===== src/rtl/instr_encoder_if.sv =====
// rtl/instr_encoder_if.sv - field-bundle input and instruction-word output bus of instr_encoder
interface instr_encoder_if #(
  parameter int ADDR_WIDTH = 10
);
  logic                  in_valid;
  logic                  in_ready;
  logic [2:0]            in_fmt;
  logic [6:0]            in_opcode;
  logic [4:0]            in_rd;
  logic [4:0]            in_rs1;
  logic [4:0]            in_rs2;
  logic [2:0]            in_funct3;
  logic [6:0]            in_funct7;
  logic [31:0]           in_imm;
  logic                  out_valid;
  logic                  out_ready;
  logic [31:0]           out_instr;
  logic [ADDR_WIDTH-1:0] out_addr;
  logic                  err_fmt;
  logic                  err_range;

  modport master (
    output in_valid, in_fmt, in_opcode, in_rd, in_rs1, in_rs2, in_funct3, in_funct7, in_imm,
    output out_ready,
    input  in_ready, out_valid, out_instr, out_addr, err_fmt, err_range
  );

  modport slave (
    input  in_valid, in_fmt, in_opcode, in_rd, in_rs1, in_rs2, in_funct3, in_funct7, in_imm,
    input  out_ready,
    output in_ready, out_valid, out_instr, out_addr, err_fmt, err_range
  );
endinterface


===== src/rtl/instr_encoder.sv =====
// rtl/instr_encoder.sv - RV32I field-to-word encoder with output FIFO and sequential word address
// Optional immediate range checking is enabled by defining RANGE_CHECK_EN.
module instr_encoder #(
  parameter int FIFO_DEPTH = 4,
  parameter int ADDR_WIDTH = 10,
  parameter int BASE_ADDR  = 0
) (
  input  logic          clk,
  input  logic          rst,
  input  logic          flush,
  instr_encoder_if.slave bus
);
  localparam int PTR_W = $clog2(FIFO_DEPTH);
  localparam int CNT_W = PTR_W + 1;
  localparam logic [ADDR_WIDTH-1:0] BASE = ADDR_WIDTH'(BASE_ADDR);
  localparam logic [CNT_W-1:0]      FULL_CNT = CNT_W'(FIFO_DEPTH);

  logic [31:0]           mem_q [FIFO_DEPTH];
  logic [31:0]           mem_d [FIFO_DEPTH];
  logic [PTR_W-1:0]      wr_ptr_q, wr_ptr_d;
  logic [PTR_W-1:0]      rd_ptr_q, rd_ptr_d;
  logic [CNT_W-1:0]      count_q, count_d;
  logic                  in_ready_q, in_ready_d;
  logic [31:0]           out_instr_q, out_instr_d;
  logic [ADDR_WIDTH-1:0] out_addr_q, out_addr_d;
  logic                  err_fmt_q, err_fmt_d;
  logic                  err_range_q, err_range_d;

  logic [31:0]      enc_word;
  logic             fmt_ok;
  logic             range_ok;
  logic             accept;
  logic             push;
  logic             pop;
  logic [PTR_W-1:0] rd_next;

  always_comb begin
    enc_word = 32'h0;
    fmt_ok   = 1'b1;
    range_ok = 1'b1;
    case (bus.in_fmt)
      3'd0: enc_word = {bus.in_funct7, bus.in_rs2, bus.in_rs1, bus.in_funct3, bus.in_rd, bus.in_opcode};
      3'd1: enc_word = {bus.in_imm[11:0], bus.in_rs1, bus.in_funct3, bus.in_rd, bus.in_opcode};
      3'd2: enc_word = {bus.in_imm[11:5], bus.in_rs2, bus.in_rs1, bus.in_funct3,
                        bus.in_imm[4:0], bus.in_opcode};
      3'd3: enc_word = {bus.in_imm[12], bus.in_imm[10:5], bus.in_rs2, bus.in_rs1, bus.in_funct3,
                        bus.in_imm[4:1], bus.in_imm[11], bus.in_opcode};
      3'd4: enc_word = {bus.in_imm[31:12], bus.in_rd, bus.in_opcode};
      3'd5: enc_word = {bus.in_imm[20], bus.in_imm[10:1], bus.in_imm[11], bus.in_imm[19:12],
                        bus.in_rd, bus.in_opcode};
      default: fmt_ok = 1'b0;
    endcase
`ifdef RANGE_CHECK_EN
    // The immediate must survive truncation unchanged; B/J offsets must also be halfword aligned.
    case (bus.in_fmt)
      3'd1, 3'd2: range_ok = (bus.in_imm[31:11] == {21{bus.in_imm[11]}});
      3'd3:       range_ok = (bus.in_imm[31:12] == {20{bus.in_imm[12]}}) && !bus.in_imm[0];
      3'd4:       range_ok = (bus.in_imm[11:0] == 12'h0);
      3'd5:       range_ok = (bus.in_imm[31:20] == {12{bus.in_imm[20]}}) && !bus.in_imm[0];
      default:    range_ok = 1'b1;
    endcase
`endif
  end

  assign accept  = bus.in_valid && in_ready_q && !flush;
  assign push    = accept && fmt_ok && range_ok;
  assign pop     = (count_q != '0) && bus.out_ready && !flush;
  assign rd_next = rd_ptr_q + 1'b1;

  always_comb begin
    mem_d       = mem_q;
    wr_ptr_d    = wr_ptr_q;
    rd_ptr_d    = rd_ptr_q;
    count_d     = count_q;
    out_instr_d = out_instr_q;
    out_addr_d  = out_addr_q;
    err_fmt_d   = 1'b0;
    err_range_d = 1'b0;
    if (flush) begin
      wr_ptr_d   = '0;
      rd_ptr_d   = '0;
      count_d    = '0;
      out_addr_d = BASE;
    end else begin
      if (push) begin
        mem_d[wr_ptr_q] = enc_word;
        wr_ptr_d        = wr_ptr_q + 1'b1;
      end
      if (pop) begin
        rd_ptr_d   = rd_next;
        out_addr_d = out_addr_q + 1'b1;
      end
      count_d = count_q + CNT_W'(push) - CNT_W'(pop);
      // Head register tracks what will sit at the front next cycle; it holds when the queue drains.
      if (pop) begin
        if (count_q > CNT_W'(1)) begin
          out_instr_d = mem_q[rd_next];
        end else if (push) begin
          out_instr_d = enc_word;
        end
      end else if ((count_q == '0) && push) begin
        out_instr_d = enc_word;
      end
      err_fmt_d = accept && !fmt_ok;
`ifdef RANGE_CHECK_EN
      err_range_d = accept && fmt_ok && !range_ok;
`endif
    end
    in_ready_d = (count_d != FULL_CNT);
  end

  always_ff @(posedge clk or posedge rst) begin
    if (rst) begin
      for (int i = 0; i < FIFO_DEPTH; i++) begin
        mem_q[i] <= 32'h0;
      end
      wr_ptr_q    <= '0;
      rd_ptr_q    <= '0;
      count_q     <= '0;
      in_ready_q  <= 1'b1;
      out_instr_q <= 32'h0;
      out_addr_q  <= BASE;
      err_fmt_q   <= 1'b0;
      err_range_q <= 1'b0;
    end else begin
      mem_q       <= mem_d;
      wr_ptr_q    <= wr_ptr_d;
      rd_ptr_q    <= rd_ptr_d;
      count_q     <= count_d;
      in_ready_q  <= in_ready_d;
      out_instr_q <= out_instr_d;
      out_addr_q  <= out_addr_d;
      err_fmt_q   <= err_fmt_d;
      err_range_q <= err_range_d;
    end
  end

  assign bus.in_ready  = in_ready_q;
  assign bus.out_valid = (count_q != '0);
  assign bus.out_instr = out_instr_q;
  assign bus.out_addr  = out_addr_q;
  assign bus.err_fmt   = err_fmt_q;
  assign bus.err_range = err_range_q;
endmodule

===== src/flat_wrapper.sv =====
// flat-port wrapper written by rule: the top's interface ports become plain ports
module instr_encoder_flat 
#(
  parameter int FIFO_DEPTH = 4,
  parameter int ADDR_WIDTH = 10,
  parameter int BASE_ADDR  = 0
)
  (clk, rst, flush, bus_in_valid, bus_in_fmt, bus_in_opcode, bus_in_rd, bus_in_rs1, bus_in_rs2, bus_in_funct3, bus_in_funct7, bus_in_imm, bus_out_ready, bus_in_ready, bus_out_valid, bus_out_instr, bus_out_addr, bus_err_fmt, bus_err_range);
  instr_encoder_if #(.ADDR_WIDTH(ADDR_WIDTH)) bus_i ();
  input  logic clk;
  input  logic rst;
  input  logic flush;
  input wire logic [$bits(bus_i.in_valid)-1:0] bus_in_valid;
  input wire logic [$bits(bus_i.in_fmt)-1:0] bus_in_fmt;
  input wire logic [$bits(bus_i.in_opcode)-1:0] bus_in_opcode;
  input wire logic [$bits(bus_i.in_rd)-1:0] bus_in_rd;
  input wire logic [$bits(bus_i.in_rs1)-1:0] bus_in_rs1;
  input wire logic [$bits(bus_i.in_rs2)-1:0] bus_in_rs2;
  input wire logic [$bits(bus_i.in_funct3)-1:0] bus_in_funct3;
  input wire logic [$bits(bus_i.in_funct7)-1:0] bus_in_funct7;
  input wire logic [$bits(bus_i.in_imm)-1:0] bus_in_imm;
  input wire logic [$bits(bus_i.out_ready)-1:0] bus_out_ready;
  output wire logic [$bits(bus_i.in_ready)-1:0] bus_in_ready;
  output wire logic [$bits(bus_i.out_valid)-1:0] bus_out_valid;
  output wire logic [$bits(bus_i.out_instr)-1:0] bus_out_instr;
  output wire logic [$bits(bus_i.out_addr)-1:0] bus_out_addr;
  output wire logic [$bits(bus_i.err_fmt)-1:0] bus_err_fmt;
  output wire logic [$bits(bus_i.err_range)-1:0] bus_err_range;
  assign bus_i.in_valid = bus_in_valid;
  assign bus_i.in_fmt = bus_in_fmt;
  assign bus_i.in_opcode = bus_in_opcode;
  assign bus_i.in_rd = bus_in_rd;
  assign bus_i.in_rs1 = bus_in_rs1;
  assign bus_i.in_rs2 = bus_in_rs2;
  assign bus_i.in_funct3 = bus_in_funct3;
  assign bus_i.in_funct7 = bus_in_funct7;
  assign bus_i.in_imm = bus_in_imm;
  assign bus_i.out_ready = bus_out_ready;
  assign bus_in_ready = bus_i.in_ready;
  assign bus_out_valid = bus_i.out_valid;
  assign bus_out_instr = bus_i.out_instr;
  assign bus_out_addr = bus_i.out_addr;
  assign bus_err_fmt = bus_i.err_fmt;
  assign bus_err_range = bus_i.err_range;
  instr_encoder #(.FIFO_DEPTH(FIFO_DEPTH), .ADDR_WIDTH(ADDR_WIDTH), .BASE_ADDR(BASE_ADDR)) u_core (.clk(clk), .rst(rst), .flush(flush), .bus(bus_i));
endmodule

===== config.mk =====
export PLATFORM = sky130hd
export DESIGN_NAME = instr_encoder_flat
export DESIGN_NICKNAME = d
export VERILOG_FILES = /design/src/rtl/instr_encoder_if.sv /design/src/rtl/instr_encoder.sv /design/src/flat_wrapper.sv
export SDC_FILE = /design/constraint.sdc
export NUM_CORES = 1
export LEC_CHECK = 0
export BUFFER_PORTS_ARGS = -buffer_cell sky130_fd_sc_hd__buf_2
export CAP_MARGIN = 25
export CORE_AREA = 2 2 226 161
export DETAILED_ROUTE_END_ITERATION = 10
export DIE_AREA = 0 0 228 163
export PLACE_DENSITY = 0.37
export SYNTH_ARGS = -nofsm -noshare
export SYNTH_HDL_FRONTEND = slang
export SYNTH_SLANG_ARGS = --single-unit

===== constraint.sdc =====
create_clock -name clk -period 6.2 [get_ports clk]
set_input_delay 0.31 -clock clk [delete_from_list [all_inputs] [get_ports clk]]
set_output_delay 0.31 -clock clk [all_outputs]
set_load 0.05 [all_outputs]

==> impl_metrics.csv <==
group,metric,value,unit
power_and_ir_drop,pwr-share-comb,35.4,%
synthesis,syn_area_per_cell,11.5,sq um
cells_and_area,nFillCells,3730,
routing,vias_per_cell,4.53,
timing,relSlewSlack,35.9,%
timing,slew_violations,0,
cells_and_area,drive_gt1_share,31.4,%
power_and_ir_drop,vdd_drop_max,0.198,mV
timing,setup_tns,0,ns
timing,period_minus_slack,2.70,ns
timing,fin_crit_sh,43.5,%
routing,routedWlPerCell,19.2,um
routing,drt_pass1_iterations,4,
floorplanning,rows,58,
clocking,clkTransAtPathRegs,0.07,ns
timing,whs,-0.0355,ns
timing,finalHoldViolations,3,
grt,antenna_found_initial,0,
place,place_inst,1309,
routing,antenna_left,0,
clocking,cts-resized-gates,0,
worst_hold_path,hp-class,"in -> async",
cells_and_area,multi_input_area,3910,sq um
place,post-dp-hpwl,16800,um
cells_and_area,area.growth.synth_to_final,18.7,%
floorplanning,start_util,24.6,%
timing,worst-slew-pin-transition,0.962,ns
setup_path,crit_arrival,3.03,ns
floorplanning,die_h,163,um
power_and_ir_drop,intPower,2.86,mW
routing,drc,0,
place,gp_congestion,0.736,
timing,finalSetupViolCount,0,
setup_path,critical_path_required,6.53,ns
place,dpl-instance-area,9710,sq um
synthesis,syn-num-nets,840,
clocking,cts_sinks,179,
setup_path,end_kind,"register",
grt,grt_pass1_wl,40500,um
timing,skew,0.00699,ns
floorplanning,die_area,37200,sq um
synthesis,yosysWarnings,0,
floorplanning,num_io_pins,118,
floorplanning,dieWidth,228,um
timing,rsz0062_at_grt,"no",
setup_path,cp_max_fo,21,
synthesis,ys_types,56,
grt,grt_pass1_vias,6249,
clocking,clockBufferDepth,2,
grt,grt-ovfl-total,0,
floorplanning,coreArea,35300,sq um
cells_and_area,antennaDiodeCount,0,
power_and_ir_drop,power_density,445,nW/um^2
synthesis,ys_ff_latch,179,
grt,gr-usage-all-layers,14.6,%
cells_and_area,regArea,4480,sq um
routing,vias,6081,
power_and_ir_drop,p_clk_share,23.8,%
synthesis,synth_edf_count,0,
clocking,cts_tree,"built",
synthesis,async_reset_ff_share,100,%
synthesis,synth_flop_cell,"dfrtp_1",
power_and_ir_drop,switching_share,37.5,%
clocking,postCtsSetupBuffers,0,
place,port_buffers,116,
cells_and_area,fin_nets,931,
routing,routed_wl,25800,um
outcome,violations,"negative hold slack",
cells_and_area,stdcell_area,10300,sq um
outcome,status,"finished, violations left",
setup_path,criticalPathCategory,"reg -> reg",
clocking,cts_max_level,4,
clocking,clockRootBuffer,"clkbuf_16",
run,maxCapViolations,0,
grt,grt_max_degree,121,
clocking,cts_buffers,17,
synthesis,syn-cell-area,8680,sq um
power_and_ir_drop,p_leak,4.61,nW
timing,fmax,0.370,GHz
power_and_ir_drop,switchingPower,1.72,mW
cells_and_area,finalNonFillerCells,1342,
routing,drtIter0Drc,319,
clocking,cts_hold_buffers,0,
synthesis,synth_seq_area_share,51.6,%
power_and_ir_drop,pwr-share-seq,40.8,%
setup_path,cp-start-kind,"register",
clocking,clk_latency,0.45,ns
synthesis,synthCells,758,
per-stage QoR:
stage / util, % / setup slack, ns / total power, mW / hold WS (ns)
detailed placement: 27.5 / 3.51 / 3.53 / 0.466
finish: 29.2 / 3.50 / 4.58 / -0.0355
floorplan: - / 1.03 / 3.08 / 0.445
global placement: 27.5 / 3.56 / 3.53 / 0.461
global route: 29.2 / 3.35 / 4.89 / 0.0510
CTS: 29.1 / 3.49 / 4.65 / 0.0620
synthesized netlist by cell type (2+ instances only):
| cell type | count | area share (%) |
|---|---|---|
| mux2_2 | 37 | 4.8 |
| buf_6 | 4 | 0.52 |
| xor2_1 | 4 | 0.40 |
| o2bb2ai_1 | 7 | 0.71 |
| buf_4 | 3 | 0.26 |
| nor2_1 | 18 | 0.78 |
| nor4_1 | 2 | 0.14 |
| o31ai_1 | 2 | 0.17 |
| mux2_4 | 30 | 5.2 |
| clkbuf_1 | 29 | 1.3 |
| nand2b_1 | 8 | 0.58 |
| nor3_1 | 3 | 0.17 |
| nor2b_1 | 19 | 1.4 |
| nand4_1 | 14 | 1.0 |
| mux4_2 | 32 | 8.3 |
| or3_1 | 3 | 0.22 |
| dfrtp_1 | 178 | 51 |
| nand2_1 | 118 | 5.1 |
| xnor2_1 | 7 | 0.71 |
| inv_1 | 11 | 0.48 |
| buf_2 | 15 | 0.86 |
| o21ai_0 | 115 | 6.6 |
| a32o_1 | 4 | 0.46 |
| a2bb2oi_1 | 4 | 0.40 |
| a21oi_1 | 17 | 0.98 |
| buf_1 | 4 | 0.17 |
| nand3_1 | 15 | 0.86 |
| a221oi_1 | 6 | 0.61 |
| and3b_1 | 7 | 0.71 |
| ha_1 | 9 | 1.3 |
| or2_2 | 2 | 0.14 |
| a22o_1 | 7 | 0.71 |
cell type report:
cell class,instances,area share (%)
Sequential cell,179,43.5
Tap cell,480,5.83
Clock inverter,9,1.02
Clock buffer,23,4.54
Multi-Input combinational cell,512,38.0
Timing Repair Buffer,128,6.61
Inverter,11,0.474
cells in the final DEF, fill, tap and decap left out, types with 4 or more instances in the layout:
cell type	count
buf_4	10
mux2_4	30
buf_2	117
dfrtp_1	176
nor2b_1	19
clkbuf_16	17
mux2_2	37
o21ai_0	115
nand3_2	4
mux4_2	32
a2bb2oi_1	4
a21oi_1	17
and3b_1	7
xnor2_1	7
ha_1	9
a22o_1	7
o2bb2ai_1	7
a221oi_1	6
inv_1	10
nand2b_1	8
clkinvlp_4	4
nand2_1	118
nand4_1	14
nor2_1	18
a32o_1	4
nand3_1	11
xor2_1	4
clkbuf_1	4
final timing paths:
check                      slack [ns]                       end  depth (start not counted)               from
setup / recovery                 3.50   u_core.bus.out_instr[4]                          7  u_core.count_q[1]
hold / removal                  -0.04  u_core.bus.out_instr[27]                          2                rst
setup reg to reg                 3.50   u_core.bus.out_instr[4]                          7  u_core.count_q[1]
hold reg to reg                  0.48          u_core.mem_q[12]                          2   u_core.mem_q[12]
max in group asynchronous        4.88  u_core.bus.out_instr[15]                          3                rst
min in group clk                 0.17          u_core.mem_q[69]                          2   bus_in_opcode[5]
power by group through the flow:
stage | clock (mW) | sequential (mW) | combinational, mW
final | 1.09 | 1.87 | 1.62
after global routing | 1.18 | 1.93 | 1.77
after CTS | 1.13 | 1.88 | 1.64
after detailed placement | 0 | 1.89 | 1.64
after global placement | 0 | 1.91 | 1.63
after floorplan | 0 | 2.15 | 0.921
worst max-delay path, stage by stage, from the launching register on:
cell and delay, ns:
dfrtp_1 0.43, inv_1 0.09, ha_1 0.22, a21boi_1 0.40, o32ai_2 0.17, nand2_2 0.37
buf_4 0.53, mux2_4 0.34
registers in the layout, indices dropped and copies added, names as in the netlist:
register / flops
u_core.bus.err_fmt: 1
u_core.bus.in_ready: 1
u_core.bus.out_addr: 10
u_core.bus.out_instr: 32
u_core.wr_ptr_q: 2
u_core.count_q: 3
u_core.mem_q: 128
u_core.rd_ptr_q: 2
cells by family after synthesis:
family / after synthesis / share of synthesized area (%)
flip-flops: 179 / 51.6
multiplexers: 100 / 18.4
AND/OR/NAND/NOR: 215 / 11.6
AO/OA/AOI/OAI: 175 / 12.1
buffers and inverters: 67 / 3.60
adder cells (fa/ha/maj): 10 / 1.53
other: 1 / 0.0432
XOR/XNOR: 11 / 1.11
routing by layer:
metal / part of all wire (%) / up-vias / GRT usage (%)
li1: - / 2896 / -
met1: 54 / 3050 / 22.1
met2: 41 / 119 / 20.8
met3: 3.7 / 16 / 3.10
met4: 0.99 / 0 / 3.83
met5: 0 / - / 0
(Power assumes the default switching activity.)
